[src/rtl/wb_write_queue.sv]
// wb_write_queue: write-back initiator for the register file write port.
// Completed results enter an in-order FIFO and leave one per cycle through a
// registered output stage (regWrite/writeReg/writeData). Two lookup ports
// return the youngest pending value for a register so that decode can see
// results that have not yet been committed.
//
// Ports
//   clk, rst                 clock, asynchronous active-high reset
//   in_valid/in_ready        result handshake (in_ready combinational: count < DEPTH)
//   in_reg, in_data          destination register and result value
//   wb_hold                  suppress draining this cycle
//   regWrite/writeReg/       registered write to the register file
//   writeData
//   lookup_reg1/2            forwarding queries
//   hit1/2, hit_data1/2      combinational forwarding results (data 0 on miss)
//   count                    entries queued, excluding the output stage
module wb_write_queue #(
  parameter int unsigned DEPTH  = 4,
  parameter int unsigned DATA_W = 32,
  parameter int unsigned ADDR_W = 5
) (
  input  logic                       clk,
  input  logic                       rst,
  input  logic                       in_valid,
  output logic                       in_ready,
  input  logic [ADDR_W-1:0]          in_reg,
  input  logic [DATA_W-1:0]          in_data,
  input  logic                       wb_hold,
  output logic                       regWrite,
  output logic [ADDR_W-1:0]          writeReg,
  output logic [DATA_W-1:0]          writeData,
  input  logic [ADDR_W-1:0]          lookup_reg1,
  input  logic [ADDR_W-1:0]          lookup_reg2,
  output logic                       hit1,
  output logic                       hit2,
  output logic [DATA_W-1:0]          hit_data1,
  output logic [DATA_W-1:0]          hit_data2,
  output logic [$clog2(DEPTH+1)-1:0] count
);

  localparam int unsigned PTR_W = $clog2(DEPTH);
  localparam int unsigned CNT_W = $clog2(DEPTH + 1);

  typedef struct packed {
    logic [ADDR_W-1:0] rd;
    logic [DATA_W-1:0] data;
  } entry_t;

  entry_t             mem_q [DEPTH];
  logic [PTR_W-1:0]   wr_ptr_q, wr_ptr_d;
  logic [PTR_W-1:0]   rd_ptr_q, rd_ptr_d;
  logic [CNT_W-1:0]   count_q, count_d;
  logic               reg_write_q, reg_write_d;
  logic [ADDR_W-1:0]  write_reg_q, write_reg_d;
  logic [DATA_W-1:0]  write_data_q, write_data_d;

  logic push_nz;
  logic pop;
  logic bypass;
  logic enq;

  assign in_ready  = (count_q < CNT_W'(DEPTH));
  assign regWrite  = reg_write_q;
  assign writeReg  = write_reg_q;
  assign writeData = write_data_q;
  assign count     = count_q;

  // Handshake decode, pointer/count update and output-stage selection.
  always_comb begin
    push_nz      = in_valid && in_ready && (in_reg != '0);
    pop          = !wb_hold && (count_q != '0);
    // An empty, unheld queue hands the arrival straight to the output stage.
    bypass       = !wb_hold && (count_q == '0) && push_nz;
    enq          = push_nz && !bypass;

    wr_ptr_d     = wr_ptr_q;
    rd_ptr_d     = rd_ptr_q;
    count_d      = count_q;
    reg_write_d  = 1'b0;
    write_reg_d  = write_reg_q;
    write_data_d = write_data_q;

    if (enq) wr_ptr_d = wr_ptr_q + PTR_W'(1);
    if (pop) rd_ptr_d = rd_ptr_q + PTR_W'(1);

    if (enq && !pop)      count_d = count_q + CNT_W'(1);
    else if (!enq && pop) count_d = count_q - CNT_W'(1);

    if (pop) begin
      reg_write_d  = 1'b1;
      write_reg_d  = mem_q[rd_ptr_q].rd;
      write_data_d = mem_q[rd_ptr_q].data;
    end else if (bypass) begin
      reg_write_d  = 1'b1;
      write_reg_d  = in_reg;
      write_data_d = in_data;
    end
  end

  always_ff @(posedge clk or posedge rst) begin
    if (rst) begin
      wr_ptr_q     <= '0;
      rd_ptr_q     <= '0;
      count_q      <= '0;
      reg_write_q  <= 1'b0;
      write_reg_q  <= '0;
      write_data_q <= '0;
    end else begin
      wr_ptr_q     <= wr_ptr_d;
      rd_ptr_q     <= rd_ptr_d;
      count_q      <= count_d;
      reg_write_q  <= reg_write_d;
      write_reg_q  <= write_reg_d;
      write_data_q <= write_data_d;
    end
  end

  // Storage needs no reset: occupancy is tracked by count_q alone.
  always_ff @(posedge clk) begin
    if (enq) mem_q[wr_ptr_q] <= '{rd: in_reg, data: in_data};
  end

  // Scan oldest to youngest so the last match (youngest) wins.
  function automatic logic [DATA_W:0] lookup(input logic [ADDR_W-1:0] a);
    logic              hit;
    logic [DATA_W-1:0] d;
    logic [PTR_W-1:0]  idx;
    hit = 1'b0;
    d   = '0;
    if (a != '0) begin
      if (reg_write_q && (write_reg_q == a)) begin
        hit = 1'b1;
        d   = write_data_q;
      end
      for (int i = 0; i < DEPTH; i++) begin
        idx = rd_ptr_q + PTR_W'(i);
        if ((CNT_W'(i) < count_q) && (mem_q[idx].rd == a)) begin
          hit = 1'b1;
          d   = mem_q[idx].data;
        end
      end
    end
    return {hit, d};
  endfunction

  always_comb begin
    {hit1, hit_data1} = lookup(lookup_reg1);
    {hit2, hit_data2} = lookup(lookup_reg2);
  end

endmodule

[config.mk]
export PLATFORM = sky130hd
export DESIGN_NAME = wb_write_queue
export DESIGN_NICKNAME = d
export VERILOG_FILES = /design/src/rtl/wb_write_queue.sv
export SDC_FILE = /design/constraint.sdc
export NUM_CORES = 1
export LEC_CHECK = 0
export ABC_AREA = 1
export BUFFER_PORTS_ARGS = -buffer_cell sky130_fd_sc_hd__buf_2
export CORE_MARGIN = 1.5
export CORE_UTILIZATION = 35
export DETAILED_ROUTE_END_ITERATION = 6
export PLACE_DENSITY_LB_ADDON = 0.08
export SYNTH_ARGS = -nofsm -noshare
export SYNTH_HDL_FRONTEND = slang
export SYNTH_SLANG_ARGS = --single-unit
[constraint.sdc]
create_clock -name clk -period 3.51 [get_ports clk]
set_input_delay 0 -clock clk [delete_from_list [all_inputs] [get_ports clk]]
set_output_delay 0 -clock clk [all_outputs]
set_load 0.005 [all_outputs]
==> results of run 1 <==
cell usage after synthesis, drive strengths merged (3+ instances only):
master / n
nand2: 677
nor2: 320
o21ai: 290
inv: 205
nand3: 179
edfxtp: 148
buf: 99
a21oi: 74
clkbuf: 60
dfrtp: 45
nand4: 42
a31oi: 30
or2: 29
xor2: 20
ha: 9
o211ai: 8
nor3: 7
o21a: 4
o22ai: 3
per-layer routing:
layer	global-route usage [%]	vias up	share of wire (%)
met5	0	-	0
met4	9.02	0	1.9
met3	3.50	65	5.3
met2	42.3	502	46
met1	35.5	7169	47
li1	-	7547	-
metrics by stage:
| stage | area (um2) | hold WS (ns) | util (%) | instances | power (uW) |
|---|---|---|---|---|---|
| finish | 17200 | 0.0334 | 41.0 | 2918 | 15100 |
| global route | 17200 | 0.0392 | 41.0 | 2918 | 16300 |
| CTS | 17100 | 0.00441 | 40.9 | 2916 | 15100 |
| detailed placement | 16000 | 0.240 | 38.2 | 2842 | 12600 |
| global placement | 16000 | 0.239 | 38.2 | 2842 | 12600 |
| floorplan | 14900 | 0.0989 | - | 2252 | 9590 |
area by class of cell:
class                           instances  area [um2]  area share [%]
Clock buffer                           18         439            2.55
Clock inverter                         14         210            1.22
Inverter                              205         792            4.61
Multi-Input combinational cell       1696        7800            45.4
Sequential cell                       193        5580            32.4
Tap cell                              539         674            3.92
Timing Repair Buffer                  253        1700            9.90
registers in the layout, summed over array words and instances (netlist names):
signal	cells
mem_q	148
writeData	32
writeReg	5
count	3
rd_ptr_q	2
wr_ptr_q	2
regWrite	1
cells by family (layout without fill, tap and decap cells):
kind of cell	after synthesis	in the layout	share of synthesized area, %
and+or+nand+nor	1254	1255	35.1
AOI/OAI and AO/OA	409	409	14.3
buffers and inverters	364	490	11.1
DFF	193	193	37.4
xor gates and xnor gates	21	21	1.23
adders and majority gates	9	9	0.756
muxes	2	2	0.134
power groups by stage:
| stage | Combinational (uW) | Clock [uW] | Sequential, uW |
|---|---|---|---|
| 6_report | 9420 | 2240 | 3420 |
| 5_1_grt | 10500 | 2380 | 3480 |
| 3_5_place_dp | 9140 | 0 | 3480 |
| 4_1_cts | 9340 | 2300 | 3420 |
| 3_3_place_gp | 9100 | 0 | 3470 |
| 2_1_floorplan | 6270 | 0 | 3320 |
worst max path at each step:
stage / startpoint / endpoint / slack (ns)
floorplan: count[0] / mem_q[0][0] / 0.32
global placement: rd_ptr_q[1] / hit_data2[0] / 0.33
detailed placement: rd_ptr_q[1] / hit_data2[0] / 0.29
CTS: rd_ptr_q[0] / hit_data1[24] / 0.04
global route: rd_ptr_q[0] / hit_data1[1] / 0.04
finish: rd_ptr_q[1] / hit_data1[26] / 0.20
repair_timing:
action,CTS,global route
endpoints found under the setup margin,65,52
endpoints found under the hold margin,213,0
gates cloned,1,0
hold buffers,38,0
pin swaps,2,1
buffers inserted,3,2
gates resized for setup,7,16
worst max-delay path, stage by stage, from the launching register on:
cell and delay, ns:
dfrtp_4 0.62, nand2_1 0.22, nand2_8 0.15, o21ai_0 0.28
nor2_1 0.07, nor3_1 0.27, nand3_2 0.23, inv_8 0.22
buf_4 0.22, nor2_1 0.05, a21oi_1 0.29, buf_2 0.18
==> out/metrics.csv, run 1 <==
metric,value,unit
combined area of all synthesized cells,14900,um2
clock sink count,193,
TritonCTS Buffers,17,
top cell type's share of synthesized area,29.8,%
flop and latch count out of synthesis,193,
total number of H-tree levels,4,
drt pass-1 iters,5,
nets,2426,
number of instances in the synthesized netlist,2252,
Max rail drop VDD,0.000625,V
synth top area cells,"edfxtp_1, nand2_1, o21ai_0",
initial cell density of the core,35.5,%
count of cell types in the netlist,36,
via count,15300,
number of stages on the worst hold path,3,
global-route wire length before repair,85300,um
CTS tree,done,
maximum root-to-sink buffer count,2,
Reg2Reg Setup Slack,0.84,ns
share of total power in the clock network,14.8,%
Clock Pin Slew Worst Setup and Hold Paths,0.08,ns
Final Critical Period,3.31,ns
area of the core,41900,um2
Pwr per Cell Area,876,nW/um2
Residual DRC,0,
HP Start,wb_hold,
diode count,0,
start-to-end type of the worst setup path,flop to output pin,
worst-case setup margin in the final layout,0.199,ns
total grt overflow,0,
antenna violations before repair,0,
area growth from synthesis to layout,15.4,%
HPWL Detailed,36600,um
number of enable-type register cells in the synthesized netlist,148,
fin. max-slew vios,0,
worst slew margin relative to its limit,36.7,%
number of global-route vias before repair,14200,
violation count after the first detailed-routing iteration,1207,
worst reg2reg startpoint,count[0],
startpoint kind of the worst setup timing path,flop,
routability cong.,0.875,
setup clock skew after layout,0.0120,ns
Worst-Skew Late Latency,0.50,ns
Final setup viols,0,
Max Freq,302,MHz
I/O pin cnt,159,
count of cells along the worst register-to-register path,8,
setup TNS,0,ns
switching power of the nets,7930,uW
Tightest Pin Transition,0.948,ns
routed via count divided by cell count,5.24,
Crit path arrival time,3.31,ns
sequential-to-total area share from yosys stat,37.4,%
warning count from the yosys run,0,
post-detailed-route wirelength per cell,19.2,um
Sw Ratio,52.6,%
asr flop ratio synth,23.3,%
All-Layer GR Usage,26.0,%
Comb power frac,62.5,%
"Max FO, Critical Path",22,
net count after synthesis,2312,
most used cells in the layout excluding fill and tap cells,"nand2_1, nor2_1, o21ai_0, inv_1, nand3_1",
capturing point of the worst reg2reg path,mem_q[3][14],
Crit path required time,3.51,ns
number of buffer cells added on primary ports,158,
residual antenna-violating net count after detailed routing,0,
cell row count,75,
final hold violations,0,
leakage,0.00801,uW
die area,43800,um2
predominant post-synthesis flop cell,edfxtp_1,
"leading cell type in the layout, fill and taps excluded",nand2_1,
pin count of the biggest net entering global routing,84,
Total Routed Length,56200,um
DIE WIDTH,209,um
internal power of the cells,7140,uW
crit share post-route,94.3,%
Setup crit end kind,output pin,
worst min-delay path class,primary input to flop,
status,"complete, no violations",
worst slack at placement,0.292,ns
Die Ht,209,um
fraction of final layout cells with drive strength greater than 1,12.3,%
mean post-synth cell area,6.62,um2
Clock Root Buffer,clkbuf_16,
hold path endpoint,regWrite,
unrepaired setup endpoints after global routing,false,
largest area contributor in the synthesized netlist,edfxtp_1,
count of maximum capacitance violations,0,
share of total power in sequential cells,22.7,%
Fill cells,4417,
Power figures use the tool's default switching activity.
==> run 2: changes to the inputs <==
--- a/config.mk
+++ b/config.mk
@@ -5,7 +5,6 @@
 export SDC_FILE = /design/constraint.sdc
 export NUM_CORES = 1
 export LEC_CHECK = 0
-export ABC_AREA = 1
 export BUFFER_PORTS_ARGS = -buffer_cell sky130_fd_sc_hd__buf_2
 export CORE_MARGIN = 1.5
 export CORE_UTILIZATION = 35
==> out/metrics.csv, run 2 <==
metric,value,unit,change
status,"complete, no violations",,
nets,1194,,-51%
maximum root-to-sink buffer count,2,,unchanged
share of total power in the clock network,16.5,%,+1.7 points
combined area of all synthesized cells,13400,um2,-9.9%
switching power of the nets,5250,uW,-34%
Sw Ratio,41.1,%,-12 points
"leading cell type in the layout, fill and taps excluded",buf_2,,
worst slew margin relative to its limit,28.6,%,-8.1 points
final core occ,42.2,%,+1.2 points
mean post-synth cell area,13.6,um2,+110%
"Max FO, Critical Path",14,,-36%
simple-gate share of the synthesized area,6.58,%,-28 points
Reg2Reg Setup Slack,0.73,ns,-0.11 ns
Biggest register,mem_q,,
startpoint kind of the worst setup timing path,flop,,
Fill cells,3462,,-22%
violation count after the first detailed-routing iteration,833,,-31%
All-Layer GR Usage,22.7,%,-3.3 points
Final Critical Period,3.37,ns,+0.0625 ns
start-to-end type of the worst setup path,flop to output pin,,
cell row count,71,,-5.3%
sequential-to-total area share from yosys stat,41.5,%,+4.1 points
TritonCTS Buffers,17,,unchanged
Comb power frac,56.4,%,-6.1 points
Crit path arrival time,3.37,ns,+0.06 ns
asr flop ratio synth,23.3,%,unchanged
DIE WIDTH,199,um,-5.0%
area growth from synthesis to layout,18.7,%,
number of stages on the worst hold path,3,,unchanged
leakage,0.00549,uW,-32%
initial cell density of the core,35.6,%,+0.046 points
Tightest Pin Transition,1.07,ns,+0.123 ns
HPWL Detailed,28400,um,-22%
number of enable-type register cells in the synthesized netlist,148,,unchanged
setup clock skew after layout,0.00944,ns,-0.00261 ns
XOR/XNOR Fraction of Synth Area,3.88,%,+2.6 points
count of maximum capacitance violations,0,,unchanged
Total Routed Length,44100,um,-21%
flop and latch count out of synthesis,193,,unchanged
Clock Root Buffer,clkbuf_16,,
internal power of the cells,7520,uW,+5.3%
final hold violations,0,,unchanged
Worst-Skew Late Latency,0.45,ns,-0.05 ns
most used cells in the layout excluding fill and tap cells,"buf_2, mux4_2, edfxtp_1, nor2_1, a32oi_1",,
worst reg2reg startpoint,count[0],,
number of buffer cells added on primary ports,158,,unchanged
antenna violations before repair,1,,+1
routability cong.,0.783,,-10%
crit share post-route,96.1,%,+1.8 points
multi-input gate area in the final layout,7400,um2,-5.1%
count of cell types in the netlist,43,,+19%
global-route wire length before repair,65700,um,-23%
storage element area,5580,um2,unchanged
via count,10200,,-33%
Final setup viols,0,,unchanged
count of cells along the worst register-to-register path,7,,-1
number of instances in the synthesized netlist,986,,-56%
number of global-route vias before repair,10200,,-28%
adder-cell share of the synthesized area,0.839,%,+0.083 points
pin count of the biggest net entering global routing,110,,+31%
Crit path required time,3.51,ns,about the same
compound-gate portion of the synthesized area,15.3,%,+1.1 points
capturing point of the worst reg2reg path,mem_q[2][15],,
diode count,0,,unchanged
fin. max-slew vios,0,,unchanged
warning count from the yosys run,0,,unchanged
top cell type's share of synthesized area,33.1,%,+3.3 points
Die Ht,199,um,-5.0%
worst min-delay path class,primary input to flop,,
clock sink count,193,,unchanged
main combinational cell family by area after synthesis,multiplexers,,
Clock Pin Slew Worst Setup and Hold Paths,0.08,ns,about the same
synth top area cells,"edfxtp_1, mux4_2, dfrtp_1",,
Residual DRC,0,,unchanged
largest area contributor in the synthesized netlist,edfxtp_1,,
Pwr per Cell Area,801,nW/um2,-8.6%
I/O pin cnt,159,,unchanged
flip-flop count of the largest register after layout,148,,unchanged
residual antenna-violating net count after detailed routing,0,,unchanged
Max rail drop VDD,0.000404,V,-35%
"sum of internal, switching and leakage power",12800,uW,-15%
setup TNS,0,ns,unchanged
Post-synth top cells,"edfxtp_1, mux4_2, nor2_1",,
mux contribution to synthesized area,27.7,%,+28 points
share of total power in sequential cells,27.1,%,+4.4 points
drt pass-1 iters,5,,unchanged
Setup crit end kind,output pin,,
die area,39600,um2,-9.7%
fraction of final layout cells with drive strength greater than 1,41.2,%,+29 points
routed via count divided by cell count,6.18,,+18%
predominant post-synthesis flop cell,edfxtp_1,,
hold path endpoint,regWrite,,
total grt overflow,0,,unchanged
total number of H-tree levels,4,,unchanged
HP Start,wb_hold,,
post-detailed-route wirelength per cell,26.6,um,+38%
CTS tree,done,,
area of the core,37800,um2,-10%
net count after synthesis,1046,,-55%
Max Freq,296,MHz,-1.9%
run 2: logic make-up (layout without fill, tap and decap cells):
| kind of cell | after synthesis | in the layout |
|---|---|---|
| adder cells (fa/ha/maj) | 9 | 9 |
| buffers and inverters | 120 | 281 |
| flip-flops | 193 | 193 |
| XOR/XNOR | 56 | 56 |
| AND/OR/NAND/NOR | 181 | 181 |
| AO/OA/AOI/OAI | 241 | 241 |
| multiplexers | 186 | 186 |
run 2: worst max-delay path by stage:
stage / start / end / slack, ns
final: rd_ptr_q[0] / hit_data2[4] / 0.14
after global routing: rd_ptr_q[0] / hit_data2[2] / -0.01
after CTS: rd_ptr_q[0] / hit_data1[1] / 0.02
after detailed placement: rd_ptr_q[0] / hit_data2[1] / 0.43
after global placement: rd_ptr_q[0] / hit_data1[24] / 0.47
after floorplan: count[0] / mem_q[0][0] / 0.84
run 2: per-stage QoR:
| stage | std cells | setup WS, ns | hold slack (ns) | area [um2] |
|---|---|---|---|---|
| global route | 1658 | -0.0104 | 0.0654 | 15900 |
| global placement | 1580 | 0.470 | 0.244 | 14800 |
| finish | 1658 | 0.136 | 0.0580 | 15900 |
| CTS | 1653 | 0.0249 | 0.0426 | 15900 |
| floorplan | 986 | 0.843 | 0.0989 | 13400 |
| detailed placement | 1580 | 0.429 | 0.237 | 14800 |
run 2: power groups by stage:
| stage | logic (uW) | clock network, uW | registers (uW) |
|---|---|---|---|
| 5_1_grt | 7800 | 2250 | 3520 |
| 3_3_place_gp | 6990 | 0 | 3570 |
| 4_1_cts | 7110 | 2170 | 3510 |
| 2_1_floorplan | 5140 | 0 | 3340 |
| 3_5_place_dp | 6980 | 0 | 3580 |
| 6_report | 7200 | 2110 | 3460 |
run 2: routing by layer:
| metal | wire length, um | vias to the layer above | global-route usage, % |
|---|---|---|---|
| met5 | 12 | - | 0 |
| met4 | 973 | 2 | 7.97 |
| met3 | 3100 | 68 | 3.85 |
| met2 | 21100 | 454 | 36.0 |
| met1 | 18900 | 5295 | 31.4 |
| li1 | - | 4429 | - |
run 2: final cells by class:
class	count	share of cell area (%)
Clock inverter	14	1.21
Tap cell	511	4.01
Inverter	7	0.165
Clock buffer	18	2.69
Sequential cell	193	35.0
Timing Repair Buffer	242	10.5
Multi-Input combinational cell	673	46.4
run 2: repair_timing:
item | CTS | global route
hold endpoints to repair | 217 | 0
setup endpoints to repair | 8 | 44
gates resized for setup | 2 | 6
buffers inserted | 3 | 5
cloned | 0 | 0
hold buffers | 38 | 0
run 2: critical path, cell delays in order (launching register included):
cell       delay [ns]
dfrtp_4          0.50
buf_12           0.16
buf_4            0.13
mux4_2           0.47
xor2_1           0.17
nor4_1           0.09
a2bb2oi_1        0.37
o21ai_4          0.18
buf_4            0.25
o31ai_1          0.40
buf_2            0.19
